$ cat src/rtl/pong_pkg.sv
// Shared definitions for the ping-pong game blocks.
//   state_t        : serve sequencer FSM states
//   WIN_SCORE_DEF  : default terminal score, shared with game_state
//   DIR_P1/DIR_P2  : serve direction encoding
//   sat_inc()      : 4-bit increment that stops at a limit
package pong_pkg;

  typedef enum logic [1:0] {
    SERVE_WAIT = 2'd0,
    PLAY       = 2'd1,
    OVER       = 2'd2
  } state_t;

  localparam int   WIN_SCORE_DEF = 11;
  localparam logic DIR_P1        = 1'b0;
  localparam logic DIR_P2        = 1'b1;

  function automatic logic [3:0] sat_inc(input logic [3:0] s, input logic [3:0] lim);
    return (s >= lim) ? lim : s + 4'd1;
  endfunction

endpackage

$ cat src/rtl/tick_sync.sv
// Synchronizer plus rising-edge detector.
//   clk    : system clock
//   reset  : synchronous, active-low
//   in     : asynchronous (or merely unregistered) level
//   pulse  : one clk cycle high per rising edge of in
// STAGES is the number of capture flops ahead of the edge register
// (2 for a true CDC synchronizer, 1 for a plain registered input).
// pulse is decoded combinationally from the last two flops, so a rise
// seen by the first flop at edge n is consumed by the caller at edge
// n+STAGES.
module tick_sync #(
  parameter int STAGES = 2
) (
  input  logic clk,
  input  logic reset,
  input  logic in,
  output logic pulse
);

  // sync_pipe[0] is newest; sync_pipe[STAGES] holds the previous value
  // of the synchronized level for edge detection.
  logic [STAGES:0] sync_pipe;

  always_ff @(posedge clk) begin
    if (!reset) sync_pipe <= '0;
    else        sync_pipe <= {sync_pipe[STAGES-1:0], in};
  end

  assign pulse = sync_pipe[STAGES-1] & ~sync_pipe[STAGES];

endmodule

$ cat src/rtl/score_keeper.sv
// Point scoring and serve sequencer.
//   clk, reset     : system clock, synchronous active-low reset
//   clk_1ms        : 1 kHz square wave, sampled as data
//   p1_miss/p2_miss: level miss flags from ball logic (rising edge counts)
//   p1_score/p2_score : registered 4-bit scores, saturate at WIN_SCORE
//   ball_hold      : park the ball at centre
//   serve          : one-cycle launch pulse
//   serve_dir      : launch direction (0 toward p1, 1 toward p2)
//   game_over      : set when a score reaches WIN_SCORE, cleared only by reset
module score_keeper
  import pong_pkg::*;
#(
  parameter int   WIN_SCORE      = WIN_SCORE_DEF,
  parameter int   SERVE_DELAY_MS = 1000,
  parameter logic FIRST_SERVE    = DIR_P1
) (
  input  logic       clk,
  input  logic       reset,
  input  logic       clk_1ms,
  input  logic       p1_miss,
  input  logic       p2_miss,
  output logic [3:0] p1_score,
  output logic [3:0] p2_score,
  output logic       ball_hold,
  output logic       serve,
  output logic       serve_dir,
  output logic       game_over
);

  localparam int              CW   = $clog2(SERVE_DELAY_MS + 1);
  localparam logic [CW-1:0]   LOAD = CW'(SERVE_DELAY_MS);
  localparam logic [3:0]      WIN4 = 4'(WIN_SCORE);

  state_t        state;
  logic [CW-1:0] cnt;
  logic          tick, p1_ev, p2_ev;
  logic [3:0]    p1_next, p2_next;

  tick_sync #(.STAGES(2)) u_tick (.clk(clk), .reset(reset), .in(clk_1ms), .pulse(tick));
  tick_sync #(.STAGES(1)) u_p1   (.clk(clk), .reset(reset), .in(p1_miss), .pulse(p1_ev));
  tick_sync #(.STAGES(1)) u_p2   (.clk(clk), .reset(reset), .in(p2_miss), .pulse(p2_ev));

  assign p1_next = sat_inc(p1_score, WIN4);
  assign p2_next = sat_inc(p2_score, WIN4);

  always_ff @(posedge clk) begin
    if (!reset) begin
      state     <= SERVE_WAIT;
      cnt       <= LOAD;
      p1_score  <= 4'd0;
      p2_score  <= 4'd0;
      ball_hold <= 1'b1;
      serve     <= 1'b0;
      serve_dir <= FIRST_SERVE;
      game_over <= 1'b0;
    end else begin
      serve <= 1'b0;
      case (state)
        SERVE_WAIT: begin
          // Counter stays at 1 after the serve; it is reloaded on every
          // entry to SERVE_WAIT, so its value in PLAY does not matter.
          if (tick) begin
            if (cnt == CW'(1)) begin
              serve     <= 1'b1;
              ball_hold <= 1'b0;
              state     <= PLAY;
            end else begin
              cnt <= cnt - CW'(1);
            end
          end
        end
        PLAY: begin
          if (p1_ev && p2_ev) begin
            // Let: replay the point, same direction.
            state     <= SERVE_WAIT;
            ball_hold <= 1'b1;
            cnt       <= LOAD;
          end else if (p1_ev) begin
            p2_score  <= p2_next;
            serve_dir <= DIR_P2;
            ball_hold <= 1'b1;
            if (p2_next == WIN4) begin
              state     <= OVER;
              game_over <= 1'b1;
            end else begin
              state <= SERVE_WAIT;
              cnt   <= LOAD;
            end
          end else if (p2_ev) begin
            p1_score  <= p1_next;
            serve_dir <= DIR_P1;
            ball_hold <= 1'b1;
            if (p1_next == WIN4) begin
              state     <= OVER;
              game_over <= 1'b1;
            end else begin
              state <= SERVE_WAIT;
              cnt   <= LOAD;
            end
          end
        end
        OVER: ;  // frozen until reset
        default: begin
          state     <= SERVE_WAIT;
          ball_hold <= 1'b1;
          cnt       <= LOAD;
        end
      endcase
    end
  end

endmodule

$ cat config.mk
export PLATFORM = sky130hd
export DESIGN_NAME = score_keeper
export DESIGN_NICKNAME = d
export VERILOG_FILES = /design/src/rtl/pong_pkg.sv /design/src/rtl/tick_sync.sv /design/src/rtl/score_keeper.sv
export SDC_FILE = /design/constraint.sdc
export NUM_CORES = 1
export LEC_CHECK = 0
export CAP_MARGIN = 20
export CORE_UTILIZATION = 59
export CTS_BUF_LIST = sky130_fd_sc_hd__clkbuf_16
export DETAILED_ROUTE_END_ITERATION = 6
export GPL_ROUTABILITY_DRIVEN = 0
export PLACE_DENSITY = 0.84
export SYNTH_ARGS = -nofsm -noshare
export SYNTH_HDL_FRONTEND = slang
export SYNTH_SLANG_ARGS = --single-unit
$ cat constraint.sdc
create_clock -name clk -period 4.2 [get_ports clk]
set_input_delay 1.26 -clock clk [delete_from_list [all_inputs] [get_ports clk]]
set_output_delay 1.26 -clock clk [all_outputs]
set_load 0.005 [all_outputs]
-- After elaboration in Yosys (flattened, before gate mapping)
Index checks and enable logic that the tools add are counted.
- $add $sub $neg: 3
- order comparisons: 2
- eq/ne operators: 12
- multiplexer cells: 31
- bitwise operators: 9
- reduce and logical (&&, ||, !) cells: 11
- operator list (operator ; number):
    10-bit two-way mux ; 7
    10-bit case mux with 3 select lines ; 1
    2-bit two-way mux ; 7
    1-bit two-way mux ; 12
    4-bit inequality test (second input constant) ; 3
    10-bit by 1-bit equality test with 1-bit output (second input constant) ; 1
    10-bit by 1-bit subtractor with 10-bit output (second input constant) ; 1
    3-bit AND reduction ; 3
    4-bit by 1-bit adder with 4-bit output (second input constant) ; 2
    4-bit equality test (second input constant) ; 2
    4-bit >= comparator (second input constant) ; 2
    4-bit two-way mux ; 2
    4-bit AND reduction ; 2
    2-bit inequality test (second input constant) ; 3
    1-bit inverter ; 6
    2-bit case mux with 3 select lines ; 1
    6-bit AND reduction ; 1
    5-bit AND reduction ; 1
    2-bit nonzero test ; 2
    1-bit bitwise AND ; 3
    1-bit case mux with 3 select lines ; 1
    2-bit by 1-bit equality test with 1-bit output (second input constant) ; 1
    2-bit equality test (second input constant) ; 1
    2-bit zero test ; 1
    other kinds (2) ; 2
- register bits after elaboration: 31

-- Depth between registers and ports, before layout
- depth after elaboration: 8
- gate-level depth with buffers: 9
- mapped depth without buffers: 8

-- By module
A second synthesis with hierarchy kept.
- cell total of the unflattened synthesis: 173
- area total of the unflattened synthesis: 1575.3 um^2
- by module, submodules not included (module ; times used ; cells an instance ; area each (um^2) ; seq. area each (um^2)):
    score_keeper ; 1 ; 156 ; 1350.0 ; 480.5
    tick_sync at u_p1 ... ; 2 ; 5 ; 66.3 ; 40.0
    tick_sync at u_tick ; 1 ; 7 ; 92.6 ; 60.1

-- Worst setup path before layout
OpenSTA, ideal clock, no wires.
- kind: input port to flip-flop
- start: input port reset
- end: register cnt[9]
- library setup time: 138 ps
- data arrival time: 2133 ps
- data required time: 4062 ps
- setup slack: 1929 ps
- stages: 5
- path buffers: 0
- cells stage by stage: clkinv_1 -> or2_2 -> a31o_2 -> o22ai_1 -> a31oi_1
- RTL lines (element ; RTL line ; RTL):
    from (decl) ; score_keeper.sv:18 ; input logic reset,
    to (signal assigned) ; score_keeper.sv:68 ; cnt <= cnt - CW'(1);
    to (decl) ; score_keeper.sv:35 ; logic [CW-1:0] cnt;

==> out/results.tsv <==
metric	value	unit
drt initial violations	37	
antenna cells	0	
DRC Markers	0	
critical path's top delay family	buffers and inverters	
Clk pwr share	46.6	%
sequential-to-total area share from yosys stat	39.7	%
Syn Area/Cell	9.19	sq um
drt first pass iters	4	
Sink Count	31	
DP Wirelength	2320	um
register area	621	sq um
Buffers on Ports	16	
Hold Vio Cnt, Final	0	
YS warnings	0	
synthesized flop and latch total	31	
number of global-route vias before repair	1244	
status	finished, final reports clean	
CP Buf/Inv Count	3	
first-pass GRT wire length	5530	um
core area	2500	sq um
Routed WL	3410	um
CTS Hold Bufs	0	
CTS buffer count	5	
share of cells above drive strength 1	11.5	%
Initial Util	62.5	%
Die W	53.4	um
register share of total power	45.5	%
drt via density	6.05	
Site Rows	18	
GRT Resource Usage Total	27.0	%
Compound-Gate Fraction of Synth Area	20.8	%
adder-cell share of the synthesized area	5.61	%
most frequent cells in the layout	dfxtp_1, clkdlybuf4s50_1, nand2_1	
MaxCap Viol Count	0	
CTS clk-pin slew, worst paths	0.05	ns
fillcell total	167	
simple-gate share of the synthesized area	28.7	%
die height	53.4	um
Setup CP Type	in2reg	
Post-Synth XOR/XNOR Area	0	%
main combinational cell family by area after synthesis	simple AND/OR/NAND/NOR gates	
initial antenna violation count	0	
most common cell after layout, fill and taps aside	dfxtp_1	
unrepaired setup endpoints after global routing	false	
CTS tree	yes	
worst path required time	4.34	ns
Worst EP arrival	2.79	ns
DR WL/cell	15.4	um
Post-Syn Instances	170	
Fin Clk Skew	0.00701	ns
largest net degree at the start of global routing	18	
Max FO, Critical Path	17	
fin. max-slew vios	0	
clock buffer depth	2	
Final TNS setup	0	ns
cell area after synthesis	1560	sq um
synth-to-layout area growth	20.6	%
Syn Nets	182	
Nets	202	
Min-Delay Path Class	reg2reg	
Distinct cells, synth	47	
Final ANT Viol Nets	0	
vias	1336	
multiplexer share of the synthesized area	1.28	%
Fmax	0.377	GHz
P_int	0.542	mW
Post-CTS Resized	0	
Critical-path top delay cell	clkdlybuf4s50_1	
power share of the combinational group	7.8	%
area of the multi-input gates	880	sq um
Setup crit end kind	register	
Post-CTS Setup Bufs	0	
grt total ovfl	0	
Worst VDD drop	0.000400	V
pin slew with the least headroom to its limit	0.555	ns
H-tree depth	2	
post-layout min period	2.65	ns
Root Driver	clkbuf_16	
# IOs	17	
Static Leak	0.727	nW
switching pwr	0.153	mW
Final Cycle Share	63.2	%
slew margin rel.	62.7	%
startpoint types	primary input	
Sw Share	22.0	%
setup violators final	0	
Die ar.	2860	sq um
crit path cell chain	clkdlybuf4s50_1 > buf_4 > clkinv_1 > or2_2 > a31o_2 > o22ai_1 > a31oi_1	
Worst path max stage delay	0.45	ns
clk_lat worst skew	0.27	ns
final hold slack	0.434	ns
power density cells	369	nW/um^2
final cells by class:
cell class	count	area share (%)
timing repair buffer	18	9.30
inverter	9	1.79
clock inverter	3	0.598
sequential	31	33.0
clock buffer	5	6.64
tap	30	1.99
multi-input combinational	125	46.7
logic make-up after synthesis:
logic type,Yosys count
and+or+nand+nor,74
AOI/OAI and AO/OA,42
DFF,31
buffers and inverters,14
adders and majority gates,7
muxes,2
per-stage QoR:
step                      util (%)  instances  area, sq um  setup slack [ns]  power (mW)
final                         75.3        221         1880              1.55       0.695
after detailed placement      69.9        213         1750              1.28       0.375
after global placement        69.9        213         1750              1.30       0.372
after floorplan                  -        170         1560              1.93       0.357
after CTS                     75.3        221         1880              1.56       0.699
after global routing          75.3        221         1880              1.43       0.716
worst paths after layout:
path	startpoint	end	slack, ns	cells after the start
hold reg to reg	u_tick.sync_pipe[0]	u_tick.sync_pipe[1]	0.43	1
hold / removal	u_tick.sync_pipe[0]	u_tick.sync_pipe[1]	0.43	1
setup reg to reg	p1_score[0]	cnt[0]	1.74	6
setup / recovery	reset	cnt[9]	1.55	7
Yosys cell counts (all sizes together):
| cell type | instances | area (sq um) |
|---|---|---|
| dfxtp | 31 | 621 |
| nand2 | 13 | 48.8 |
| nor2 | 13 | 51.3 |
| a21oi | 10 | 53.8 |
| inv | 8 | 30.0 |
| a31oi | 7 | 43.8 |
| and2 | 7 | 43.8 |
| ha | 7 | 87.6 |
| nor3 | 7 | 35.0 |
| nand2b | 5 | 31.3 |
| nand3 | 5 | 25.0 |
| o21ai | 5 | 25.0 |
| o31ai | 5 | 42.5 |
| and3 | 3 | 20.0 |
| clkbuf | 3 | 11.3 |
| nand3b | 3 | 22.5 |
| nor2b | 3 | 18.8 |
| nor4 | 3 | 33.8 |
| o311ai | 3 | 61.3 |
| or3 | 3 | 18.8 |
| a31o | 2 | 17.5 |
| a41oi | 2 | 17.5 |
| and3b | 2 | 18.8 |
| buf | 2 | 16.3 |
| mux2i | 2 | 20.0 |
| nand4 | 2 | 27.5 |
| o22ai | 2 | 12.5 |
| or2 | 2 | 12.5 |
| a211oi | 1 | 7.51 |
| a21o | 1 | 7.51 |
| a32o | 1 | 10.0 |
| clkinv | 1 | 3.75 |
| nor3b | 1 | 7.51 |
| nor4b | 1 | 23.8 |
| o21a | 1 | 7.51 |
| o32ai | 1 | 8.76 |
| o41ai | 1 | 8.76 |
| or3b | 1 | 8.76 |
worst reg2reg max path: cells and delay by family (launching register included):
| kind | cells | cell delay [ns] |
|---|---|---|
| AO/OA/AOI/OAI | 3 | 0.88 |
| AND/OR/NAND/NOR | 2 | 0.78 |
| flip-flops | 1 | 0.41 |
| adder cells (fa/ha/maj) | 1 | 0.28 |
power groups by stage:
stage               clock network (mW)  logic (mW)  registers [mW]
finish                           0.324      0.0544           0.317
global route                     0.338      0.0599           0.318
CTS                              0.328      0.0539           0.317
detailed placement                   0      0.0532           0.322
global placement                     0      0.0510           0.321
floorplan                            0      0.0371           0.320
registers in the layout (all words and copies together) (netlist names):
| name | cells |
|---|---|
| ball_hold | 1 |
| cnt | 10 |
| game_over | 1 |
| p1_score | 4 |
| p2_score | 4 |
| serve | 1 |
| serve_dir | 1 |
| state | 2 |
| u_p1.sync_pipe | 2 |
| u_p2.sync_pipe | 2 |
| u_tick.sync_pipe | 3 |
layer usage:
| layer | part of all wire [%] | wire, um | track usage [%] | up-vias |
|---|---|---|---|---|
| met2 | 51 | 1750 | 45.8 | 44 |
| met4 | 0.29 | 10 | 8.77 | 0 |
| met1 | 43 | 1460 | 33.9 | 626 |
| met5 | 0 | 0 | 0 | - |
| li1 | - | - | - | 664 |
| met3 | 5.5 | 188 | 5.17 | 2 |
No activity file was read; power rests on OpenSTA's default activity.
